===== src/rtl/turn_arbiter.sv =====
// Two-player turn controller driving a shared 2-bit accumulator: legality check, step strobe, win detect.
// Optional per-turn idle forfeit is built only when TURN_TIMEOUT_EN is defined.
module turn_arbiter #(
    parameter int TARGET      = 3,
    parameter int TIMEOUT_CYC = 50_000_000
) (
    input  logic       clk,
    input  logic       reset,
    input  logic       p0_req,
    input  logic [1:0] p0_num,
    input  logic       p1_req,
    input  logic [1:0] p1_num,
    input  logic       restart,
    input  logic [1:0] acc_value,
    output logic [1:0] acc_num,
    output logic       acc_step,
    output logic       acc_clear,
    output logic       turn,
    output logic       illegal,
    output logic       game_over,
    output logic       winner
);

    typedef enum logic [2:0] {CLEAR, WAIT, STEP, SETTLE, CHECK, DONE} state_t;

    state_t     state;
    logic       p0_prev, p1_prev, restart_prev;
    logic       p0_edge, p1_edge, restart_edge;
    logic       req_edge;
    logic [1:0] req_num;
    logic [2:0] sum;
    logic       legal;
    logic       timeout;

    always_ff @(posedge clk or posedge reset) begin
        if (reset) begin
            p0_prev      <= 1'b0;
            p1_prev      <= 1'b0;
            restart_prev <= 1'b0;
        end else begin
            p0_prev      <= p0_req;
            p1_prev      <= p1_req;
            restart_prev <= restart;
        end
    end

    assign p0_edge      = p0_req & ~p0_prev;
    assign p1_edge      = p1_req & ~p1_prev;
    assign restart_edge = restart & ~restart_prev;

    // Only the player whose turn it is gets heard; the other edge is dropped silently.
    assign req_edge = turn ? p1_edge : p0_edge;
    assign req_num  = turn ? p1_num : p0_num;
    assign sum      = {1'b0, acc_value} + {1'b0, req_num};
    assign legal    = (req_num != 2'd0) && (sum <= 3'(TARGET));

`ifdef TURN_TIMEOUT_EN
    localparam int CW = (TIMEOUT_CYC > 1) ? $clog2(TIMEOUT_CYC) : 1;

    logic [CW-1:0] idle_cnt;

    assign timeout = (state == WAIT) && (idle_cnt == CW'(TIMEOUT_CYC - 1));

    always_ff @(posedge clk or posedge reset) begin
        if (reset) begin
            idle_cnt <= '0;
        end else if (state != WAIT || restart_edge || req_edge || timeout) begin
            idle_cnt <= '0;
        end else begin
            idle_cnt <= idle_cnt + 1'b1;
        end
    end
`else
    assign timeout = 1'b0;

    if (TIMEOUT_CYC < 1) begin : g_timeout_unused
    end
`endif

    always_ff @(posedge clk or posedge reset) begin
        if (reset) begin
            state     <= CLEAR;
            acc_num   <= 2'd0;
            acc_step  <= 1'b0;
            acc_clear <= 1'b0;
            turn      <= 1'b0;
            illegal   <= 1'b0;
            game_over <= 1'b0;
            winner    <= 1'b0;
        end else begin
            acc_step  <= 1'b0;
            acc_clear <= 1'b0;
            illegal   <= 1'b0;
            if (restart_edge) begin
                state     <= CLEAR;
                acc_clear <= 1'b1;
            end else begin
                case (state)
                    // Coming out of reset the clear strobe is not yet up, so raise it here first.
                    CLEAR: begin
                        turn      <= 1'b0;
                        acc_num   <= 2'd0;
                        game_over <= 1'b0;
                        winner    <= 1'b0;
                        if (acc_clear) begin
                            state <= WAIT;
                        end else begin
                            acc_clear <= 1'b1;
                        end
                    end
                    WAIT: begin
                        if (req_edge) begin
                            if (legal) begin
                                acc_num  <= req_num;
                                acc_step <= 1'b1;
                                state    <= STEP;
                            end else begin
                                illegal <= 1'b1;
                            end
                        end else if (timeout) begin
                            turn <= ~turn;
                        end
                    end
                    STEP:   state <= SETTLE;
                    SETTLE: state <= CHECK;
                    CHECK: begin
                        if (acc_value == 2'(TARGET)) begin
                            game_over <= 1'b1;
                            winner    <= turn;
                            state     <= DONE;
                        end else begin
                            turn  <= ~turn;
                            state <= WAIT;
                        end
                    end
                    DONE:    state <= DONE;
                    default: state <= CLEAR;
                endcase
            end
        end
    end

endmodule


===== config.mk =====
export PLATFORM = sky130hd
export DESIGN_NAME = turn_arbiter
export DESIGN_NICKNAME = d
export VERILOG_FILES = /design/src/rtl/turn_arbiter.sv
export SDC_FILE = /design/constraint.sdc
export NUM_CORES = 1
export LEC_CHECK = 0
export BUFFER_PORTS_ARGS = -buffer_cell sky130_fd_sc_hd__clkbuf_2
export CAP_MARGIN = 20
export CORE_MARGIN = 5
export CORE_UTILIZATION = 28
export CTS_CLUSTER_SIZE = 25
export DETAILED_ROUTE_END_ITERATION = 8
export SKIP_CTS_REPAIR_TIMING = 1
export SLEW_MARGIN = 10
export SYNTH_ARGS = -nofsm -noshare
export SYNTH_HDL_FRONTEND = slang
export SYNTH_SLANG_ARGS = --single-unit

===== constraint.sdc =====
create_clock -name clk -period 2.45 [get_ports clk]
set_input_delay 0.49 -clock clk [delete_from_list [all_inputs] [get_ports clk]]
set_output_delay 0.49 -clock clk [all_outputs]
set_load 0.05 [all_outputs]

==> results.md, run 1 <==
* Power Dens Cells at ~880 nW/um^2
* Slew headroom at a little under two thirds
* WHS at between 0.2 and 0.25 ns
* Router iterations before antenna repair at 4
* Die Y-Extent at 61.1 microns
* Routed len/inst at 12.4 microns
* Post-synthesis register bit count at 14
* Cells after DPL at ~110
* Clock-pin slew on the worst setup and hold paths at 0.09 ns
* Largest net degree at the start of global routing at 15
* Layout cells sized above 1 at around a third
* Post-route minimum period at about 2.3 ns
* Max-Cap Viols at 0
* Dpl hpwl at between 1 and 1.5 mm
* Critical path type: flip-flop to flip-flop
* Final std cells w/o fill at roughly 120
* Area Overhead vs Synth at 20.5%
* Crit path max fanout at 8
* Most frequent cells in the layout: 18 x clkbuf_2, 13 x dfrtp_1, 7 x nand2_1
* Drt drc at 0
* Sequential share of the synthesized area at a little under half
* Clock buffer depth at 2
* Die footprint at between 3000 and 4000 sq um
* Die W at 61.1 microns
* Antenna-violating nets left at 0
* Setup crit start kind: flip-flop
* Fin. Hold Viols at 0
* H-tree Lvls at 1
* RSZ-0062 raised after global routing: false
* # rows at 18
* Peak supply drop at around 0.38 mV
* Slew @ Worst Pin at between 0.5 and 0.6 ns
* Mapped Area at roughly 730 sq um
* First-pass GRT wire length at 2.39 mm
* Peak Freq at between 400 and 500 MHz
* Synth unique cells at 31
* Outcome: finished, final reports clean
* Worst Setup End Kind: flip-flop
* Io pins at 19
* Root Driver: clkbuf_4
* Diodes inserted at 0
* Clock sinks at 14
* Total grt overflow at 0
* Yosys warning count at 0
* Clock skew at roughly 0.0032 ns
* CP required at approximately 2.6 ns
* Gr usage total at between 8 and 9%
* Number of global-route vias before repair at 562
* Vias/cell at about 4.8
* Critical path arrival at between 2 and 2.5 ns
* Initial antenna violation count at 0
* Register-to-Register Setup Slack at about 0.18 ns
* # port buffers at 18
* Setup TNS at 0 ns
* Final period utilization at 92.7%
* Iteration-0 DRC Markers at 21
* Mapped Nets at slightly above 80
* Drt total wl at 1.47 mm
* Worst-Skew Late Latency at ~0.27 ns
* CTS tree: yes
* Power consumption at ~770 uW
* Fillers at 270
* TritonCTS buffer count at 3
* Synth Area per Inst at approximately 10 sq um
* Core Area at between 2000 and 2500 sq um
* Initial Util at between 20% and 30%
* Vias after detailed routing at 564
* Post-Synthesis Cells at 70
* Final setup violation count at 0
* Commonest non-fill, non-tap cell in the layout: clkbuf_2
* Hold/Removal Path Class: primary input to async pin
* Nets at ~100
* Final core occ at approximately 36%
* GP Congestion at 0.725
* Max Slew Vio Count at 0
* Static Leak at between 0.0004 and 0.0005 uW
-- per-stage QoR --
step,worst slack [ns],area [sq um]
detailed placement,0.109,845
finish,0.178,881
floorplan,0.116,732
CTS,0.163,881
global route,0.0694,881
global placement,0.155,845
-- cells by family (layout without fill, tap and decap cells) --
logic type / Yosys count / count (layout) / share of synthesized area, %
simple gates: 31 / 31 / 24.0
compound gates: 13 / 13 / 15.6
fa+ha+maj: 2 / 2 / 4.45
mux: 3 / 3 / 4.45
flops: 14 / 14 / 47.9
buf+inv: 7 / 25 / 3.60
-- state kept, by name, indices dropped and copies added (netlist names) --
| signal | cells |
|---|---|
| acc_step | 1 |
| game_over | 1 |
| p1_prev | 1 |
| acc_clear | 1 |
| illegal | 1 |
| restart_prev | 1 |
| p0_prev | 1 |
| winner | 1 |
| acc_num | 2 |
| turn | 1 |
| state | 3 |
-- power breakdown --
part	internal [uW]	total, uW	switching (uW)
Combinational	93.6	275	182
Clock	90.2	166	75.8
Sequential	273	332	59.4
-- cell usage after synthesis --
library cell	instances	area (sq um)
nor3b_1	3	22.5
ha_1	1	12.5
or3b_4	1	11.3
o22a_1	1	8.76
clkbuf_1	4	15.0
mux2_2	2	22.5
a21o_1	1	7.51
nor2b_1	2	12.5
o31ai_1	1	7.51
a21oi_1	2	10.0
a22o_1	1	8.76
o41ai_1	1	8.76
a2111oi_4	1	27.5
inv_1	3	11.3
dfrtp_1	14	350
and2_2	1	7.51
nand3b_1	3	22.5
nand2b_1	2	12.5
o31a_1	1	8.76
nor3_1	5	25.0
nand2_1	7	26.3
or3_1	1	6.26
o21ai_0	1	5.00
nand4_1	2	12.5
fa_1	1	20.0
nor2_1	3	11.3
nand3_1	1	5.00
mux2i_1	1	10.0
a211oi_1	1	7.51
o211ai_1	1	7.51
o22ai_1	1	6.26
-- cell type report --
class	instances	area (sq um)	area share, %
Multi-Input combinational cell	49	354	40.2
Sequential cell	14	352	39.9
Timing Repair Buffer	18	90.1	10.2
Tap cell	30	37.5	4.26
Clock buffer	4	36.3	4.12
Inverter	3	11.3	1.28
-- layer usage --
metal	track usage (%)	vias to the layer above	wire length, microns
li1	-	285	-
met1	11.2	264	700
met2	13.6	15	640
met3	3.35	0	125
met4	2.79	0	0
met5	0	-	0
-- critical path: stages (launching register included) --
cell	delay [ns]
dfrtp_2	0.44
mux2_2	0.37
ha_1	0.20
fa_1	0.42
a2111oi_4	0.35
nor3b_1	0.09
o31a_1	0.30
-- worst paths after layout --
kind                       cells after the start   endpoint       from
min in group clk                               1    p0_prev     p0_req
max                                            6   state[0]       turn
min                                            2    p0_prev      reset
max in group asynchronous                      2       turn      reset
min reg2reg                                    1  acc_clear  acc_clear
max reg2reg                                    6   state[0]       turn
(Power assumes the default switching activity.)
==> run 2: changes to the inputs <==
ABC_AREA = 1   (was default)
==> results.md, run 2 <==
* Initial antenna violation count at 0 (unchanged)
* TritonCTS buffer count at 3 (unchanged)
* Post-route minimum period at 1.84 ns (-0.429 ns)
* Worst-case reg-to-reg path depth at 12 (+6)
* Outcome: finished, final reports clean
* Max-Cap Viols at 0 (unchanged)
* Register area at 350 sq um (-0.36%)
* Cells after DPL at 140 (+23%)
* Register-to-Register Setup Slack at 0.61 ns (+0.43 ns)
* Vias after detailed routing at 631 (+12%)
* Most frequent CP cell: nand2_1
* Critical path arrival at 2.02 ns (-0.42 ns)
* CP Cell Sequence: inv_2 > nand2_2 > nand2_2 > inv_1 > ha_1 > fa_1 > inv_1 > nand3_1 > nand2_1 > nand2_1 > nand2_1 > nand2_1
* Worst-Skew Late Latency at 0.27 ns (about the same)
* Ranking of synthesized cells by area: dfrtp_1 45%, nand2_1 11%, inv_1 7.2%
* WHS at 0.225 ns (-0.00130 ns)
* Fin. Hold Viols at 0 (unchanged)
* Biggest registers after layout: state x3, acc_num x2
* Most frequent cells after synthesis: 24 x nand2_1, 15 x inv_1, 14 x dfrtp_1
* Area Overhead vs Synth at 19.6%
* Largest register FFs at 3 (unchanged)
* Slew @ Worst Pin at 0.546 ns (-0.00166 ns)
* Reg2Reg Launch Point: turn
* Yosys warning count at 0 (unchanged)
* # port buffers at 18 (unchanged)
* CP required at 2.62 ns (about the same)
* Most frequent cells in the layout: 24 x nand2_1, 18 x clkbuf_2, 15 x inv_1
* Die W at 63.0 microns (+3.1%)
* Met3 WL at 78 microns (-38%)
* Final period utilization at 75.2% (-18 points)
* Met1 wire length at 613 microns (-12%)
* Synth Flop Type: dfrtp_1
* Slowest stage cell, crit path: dfrtp_1
* CTS tree: yes
* Clock skew at 0.00396 ns (+0.000778 ns)
* Diodes inserted at 0 (unchanged)
* GP Congestion at 0.771 (+6.3%)
* Pre-CTS worst setup slack at 0.514 ns (+0.405 ns)
* Router iterations before antenna repair at 4 (unchanged)
* Drt total wl at 1.45 mm (-0.95%)
* Power Dens Cells at 1130 nW/um^2 (+29%)
* Clock buffer depth at 2 (unchanged)
* Setup crit start kind: flip-flop
* Crit path max fanout at 6 (-2)
* Number of flops mapped to enable cells by yosys at 0 (unchanged)
* Slowest stage delay, CP at 0.43 ns (about the same)
* Synth async-reset ratio at 100% (unchanged)
* Drt drc at 0 (unchanged)
* Routed len/inst at 10.1 microns (-19%)
* Setup TNS at 0 ns (unchanged)
* Static Leak at 0.000533 uW (+30%)
* Largest net degree at the start of global routing at 15 (unchanged)
* Area leader, netlist: dfrtp_1
* Post-Synthesis Cells at 92 (+31%)
* Die footprint at 3970 sq um (+6.3%)
* Final std cells w/o fill at 144 (+22%)
* Commonest non-fill, non-tap cell in the layout: nand2_1
* Slew headroom at 63.5% (+0.11 points)
* Final setup violation count at 0 (unchanged)
* Worst setup margin at 0.607 ns (+0.429 ns)
* # rows at 19 (+1)
* RSZ-0062 raised after global routing: false
* Synth top area share at 44.6% (-3.4 points)
* Io pins at 19 (unchanged)
* Peak Freq at 543 MHz (+23%)
* Initial Util at 28.7% (-0.75 points)
* Sequential share of the synthesized area at 44.6% (-3.4 points)
* Total grt overflow at 0 (unchanged)
* Iteration-0 DRC Markers at 4 (-81%)
* Antenna-violating nets left at 0 (unchanged)
* Vias/cell at 4.38 (-8.3%)
* Post-DP Area at 903 sq um (+7.0%)
* Gr usage total at 8.18% (-0.55 points)
* Area of the multi-input gates at 352 sq um (-0.71%)
* Post-synthesis register bit count at 14 (unchanged)
* Max Slew Vio Count at 0 (unchanged)
* Biggest register: state
* Met2 wire len at 741 microns (+16%)
* Highest Signal Layer: met4
* Dpl hpwl at 1.19 mm (+2.3%)
* Post-layout instance area at 940 sq um (+6.7%)
* Nets at 127 (+25%)
* Synth unique cells at 22 (-29%)
* Number of global-route vias before repair at 611 (+8.7%)
* Mapped Area at 786 sq um (+7.5%)
* Worst Setup End Kind: flip-flop
* Clock-pin slew on the worst setup and hold paths at 0.08 ns (about the same)
* H-tree Lvls at 1 (unchanged)
* First-pass GRT wire length at 2.59 mm (+8.4%)
* Critical path type: flip-flop to flip-flop
* Layout cells sized above 1 at 31.9% (+0.040 points)
* Hold/Removal Path Class: primary input to async pin
* Fillers at 277 (+2.6%)
* Die Y-Extent at 63.0 microns (+3.1%)
* Clock sinks at 14 (unchanged)
* Core Area at 2730 sq um (+10%)
* Count leader, synth: nand2_1
* Mapped Nets at 105 (+27%)
* Synth Area per Inst at 8.54 sq um (-18%)
* Peak supply drop at 0.514 mV (+37%)
* Critical R2R Capture: acc_num[0]
* CP Launch Point: turn
* Root Driver: clkbuf_4
-- run 2: cell count changes after synthesis, moves of 4 or more --
cell      previous run  this run
inv_1                3        15
clkbuf_1             4         0
nand2_1              7        24
nand2_2              0         4
-- run 2: cell type report --
type	instances	area share (%)
Clock buffer	4	3.86
Tap cell	31	4.13
Timing Repair Buffer	18	9.59
Inverter	18	7.72
Multi-Input combinational cell	59	37.4
Sequential cell	14	37.3
-- run 2: report_power, final --
part	internal [uW]	total (uW)	switching, uW
combinational	158	540	382
clock	90.3	161	70.8
sequential	293	364	70.8
-- run 2: kinds of logic (layout without fill, tap and decap cells) --
group / after synthesis / after routing / share of synthesized area, %
flip-flops: 14 / 14 / 44.6
adder cells (fa/ha/maj): 2 / 2 / 4.14
AND/OR/NAND/NOR: 46 / 46 / 33.1
buffers and inverters: 19 / 40 / 10.7
AO/OA/AOI/OAI: 11 / 11 / 7.48
-- run 2: worst max-delay path: cells and delay by family (launching register included) --
kind | cells | cell delay, ns
buffers and inverters | 3 | 0.32
and+or+nand+nor | 7 | 0.46
adders and majority gates | 2 | 0.55
DFF | 1 | 0.43
-- run 2: routing by layer --
| metal | GRT usage [%] | vias to the layer above |
|---|---|---|
| met3 | 2.52 | 2 |
| met4 | 4.77 | 0 |
| met2 | 12.9 | 12 |
| met1 | 9.61 | 294 |
| li1 | - | 323 |
| met5 | 0 | - |
-- run 2: metrics by stage --
stage,power [uW],utilization [%]
6_report,1060,34.4
5_1_grt,1150,34.4
4_1_cts,1080,34.4
3_5_place_dp,908,33.0
3_3_place_gp,906,33.0
2_1_floorplan,814,-
-- run 2: worst max-delay path by stage --
stage	endpoint	cells after the start
after CTS	acc_num[0]	12
after global routing	acc_num[0]	12
after global placement	acc_num[1]	13
after floorplan	acc_num[0]	11
final	acc_num[0]	12
after detailed placement	acc_num[0]	13
==> run 3: changes to the inputs <==
clock period = 1.5 ns   (was 2.45 ns; I/O delays follow)
==> results.md, run 3 (same netlist as run 2, synthesis figures left out) <==
* Outcome: complete, but fails checks
* Failing checks: setup timing
* Router iterations before antenna repair at 4 (unchanged)
* Post-DP Area at 965 sq um (+6.8%)
* Peak supply drop at 1.03 mV (+99%)
* Worst-case reg-to-reg path depth at 12 (unchanged)
* Initial Util at 28.7% (unchanged)
* Hold/Removal Path Class: primary input to async pin
* Area Overhead vs Synth at 28.0%
* Drt drc at 0 (unchanged)
* Setup crit start kind: flip-flop
* WHS at 0.0229 ns (-0.202 ns)
* Largest register FFs at 3 (unchanged)
* Clock skew at 0.00600 ns (+0.00204 ns)
* Post-route minimum period at 1.66 ns (-0.183 ns)
* Cells after DPL at 145 (+3.6%)
* Register-to-Register Setup Slack at -0.16 ns (-0.77 ns)
* Biggest registers after layout: state x3, acc_num x2
* Gr usage total at 8.44% (+0.27 points)
* Die footprint at 3970 sq um (unchanged)
* Initial antenna violation count at 0 (unchanged)
* Power Dens Cells at 1860 nW/um^2 (+65%)
* Final setup violation count at 4 (+4)
* Slowest stage cell, crit path: dfrtp_2
* Vias after detailed routing at 646 (+2.4%)
* Dpl hpwl at 1.25 mm (+5.3%)
* Clock sinks at 14 (unchanged)
* H-tree Lvls at 1 (unchanged)
* First-pass GRT wire length at 2.70 mm (+4.3%)
* # rows at 19 (unchanged)
* Io pins at 19 (unchanged)
* Reg2Reg Launch Point: turn
* Static Leak at 0.000561 uW (+5.2%)
* Critical path type: flip-flop to flip-flop
* Layout cells sized above 1 at 40.7% (+8.8 points)
* CP Cell Sequence: inv_2 > nand2_2 > nand2_2 > inv_2 > ha_4 > fa_2 > inv_2 > nand3_2 > nand2_1 > nand2_1 > nand2_1 > nand2_1
* TritonCTS buffer count at 3 (unchanged)
* Peak Freq at 602 MHz (+11%)
* Worst Setup End Kind: flip-flop
* Post-layout instance area at 1010 sq um (+7.1%)
* Die W at 63.0 microns (unchanged)
* Final std cells w/o fill at 149 (+3.5%)
* Core Area at 2730 sq um (unchanged)
* Iteration-0 DRC Markers at 7 (+3)
* Fin. Hold Viols at 0 (unchanged)
* # port buffers at 18 (unchanged)
* Nets at 132 (+3.9%)
* Max Slew Vio Count at 0 (unchanged)
* Max-Cap Viols at 0 (unchanged)
* Slew headroom at 65.1% (+1.6 points)
* Fillers at 283 (+2.2%)
* Most frequent cells in the layout: 23 x nand2_1, 18 x clkbuf_2, 13 x inv_1, 13 x dfrtp_1
* Diodes inserted at 0 (unchanged)
* Routed len/inst at 10.1 microns (+0.50%)
* CP required at 1.67 ns (-0.95 ns)
* CTS tree: yes
* Final period utilization at 111% (+35 points)
* GP Congestion at 0.764 (-0.86%)
* RSZ-0062 raised after global routing: true
* Most frequent CP cell: nand2_1
* Worst-Skew Late Latency at 0.28 ns (about the same)
* Critical path arrival at 1.83 ns (-0.19 ns)
* Vias/cell at 4.34 (-1.1%)
* Biggest register: state
* Crit path max fanout at 5 (-1)
* Number of global-route vias before repair at 647 (+5.9%)
* Slew @ Worst Pin at 0.523 ns (-0.0237 ns)
* Clock-pin slew on the worst setup and hold paths at 0.09 ns (about the same)
* Root Driver: clkbuf_4
* Total grt overflow at 0 (unchanged)
* Slowest stage delay, CP at 0.44 ns (about the same)
* Antenna-violating nets left at 0 (unchanged)
* Worst setup margin at -0.161 ns (-0.767 ns)
* Clock buffer depth at 2 (unchanged)
* Critical R2R Capture: acc_num[1]
* Drt total wl at 1.51 mm (+4.0%)
* Largest net degree at the start of global routing at 15 (unchanged)
* Commonest non-fill, non-tap cell in the layout: nand2_1
* Die Y-Extent at 63.0 microns (unchanged)
-- run 3: report_power, final --
| group | switching (uW) | internal [uW] |
|---|---|---|
| sequential | 112 | 481 |
| combinational | 672 | 342 |
| clock | 120 | 148 |
| total | 904 | 971 |
-- run 3: worst max-delay path by stage --
stage	slack, ns	start	to	cells after the start
2_1_floorplan	-0.28	turn	acc_num[0]	12
3_3_place_gp	-0.11	turn	acc_num[1]	12
3_5_place_dp	-0.15	turn	acc_num[1]	12
4_1_cts	-0.16	turn	acc_num[1]	12
5_1_grt	-0.28	turn	acc_num[1]	12
6_report	-0.16	turn	acc_num[1]	12
-- run 3: layer usage --
layer / global-route usage, % / part of all wire (%) / up-vias
li1: - / - / 336
met1: 10.3 / 44 / 295
met2: 13.2 / 48 / 13
met3: 3.96 / 7.5 / 2
met4: 2.39 / 0.73 / 0
met5: 0 / 0 / -
-- run 3: critical path, delay by kind of cell (launching register included) --
| kind | cells | cell delay [ns] |
|---|---|---|
| simple gates | 7 | 0.41 |
| flops | 1 | 0.44 |
| fa+ha+maj | 2 | 0.48 |
| buf+inv | 3 | 0.23 |
-- run 3: final cells by class --
type | count | area [sq um] | share of cell area [%]
clock buffers | 4 | 36.3 | 3.61
inverters | 18 | 72.6 | 7.21
multi-input cells | 59 | 379 | 37.7
flip-flops and latches | 14 | 352 | 35.0
well taps | 31 | 38.8 | 3.86
repair buffers | 23 | 128 | 12.7
-- run 3: per-stage QoR --
step | util, % | total power (uW) | TNS (ns) | worst slack (ns)
2_1_floorplan | - | 1360 | -1.16 | -0.280
3_3_place_gp | 35.3 | 1590 | -0.358 | -0.113
3_5_place_dp | 35.3 | 1610 | -0.470 | -0.146
4_1_cts | 36.6 | 1890 | -0.546 | -0.165
5_1_grt | 36.8 | 2040 | -1.10 | -0.284
6_report | 36.8 | 1880 | -0.506 | -0.161
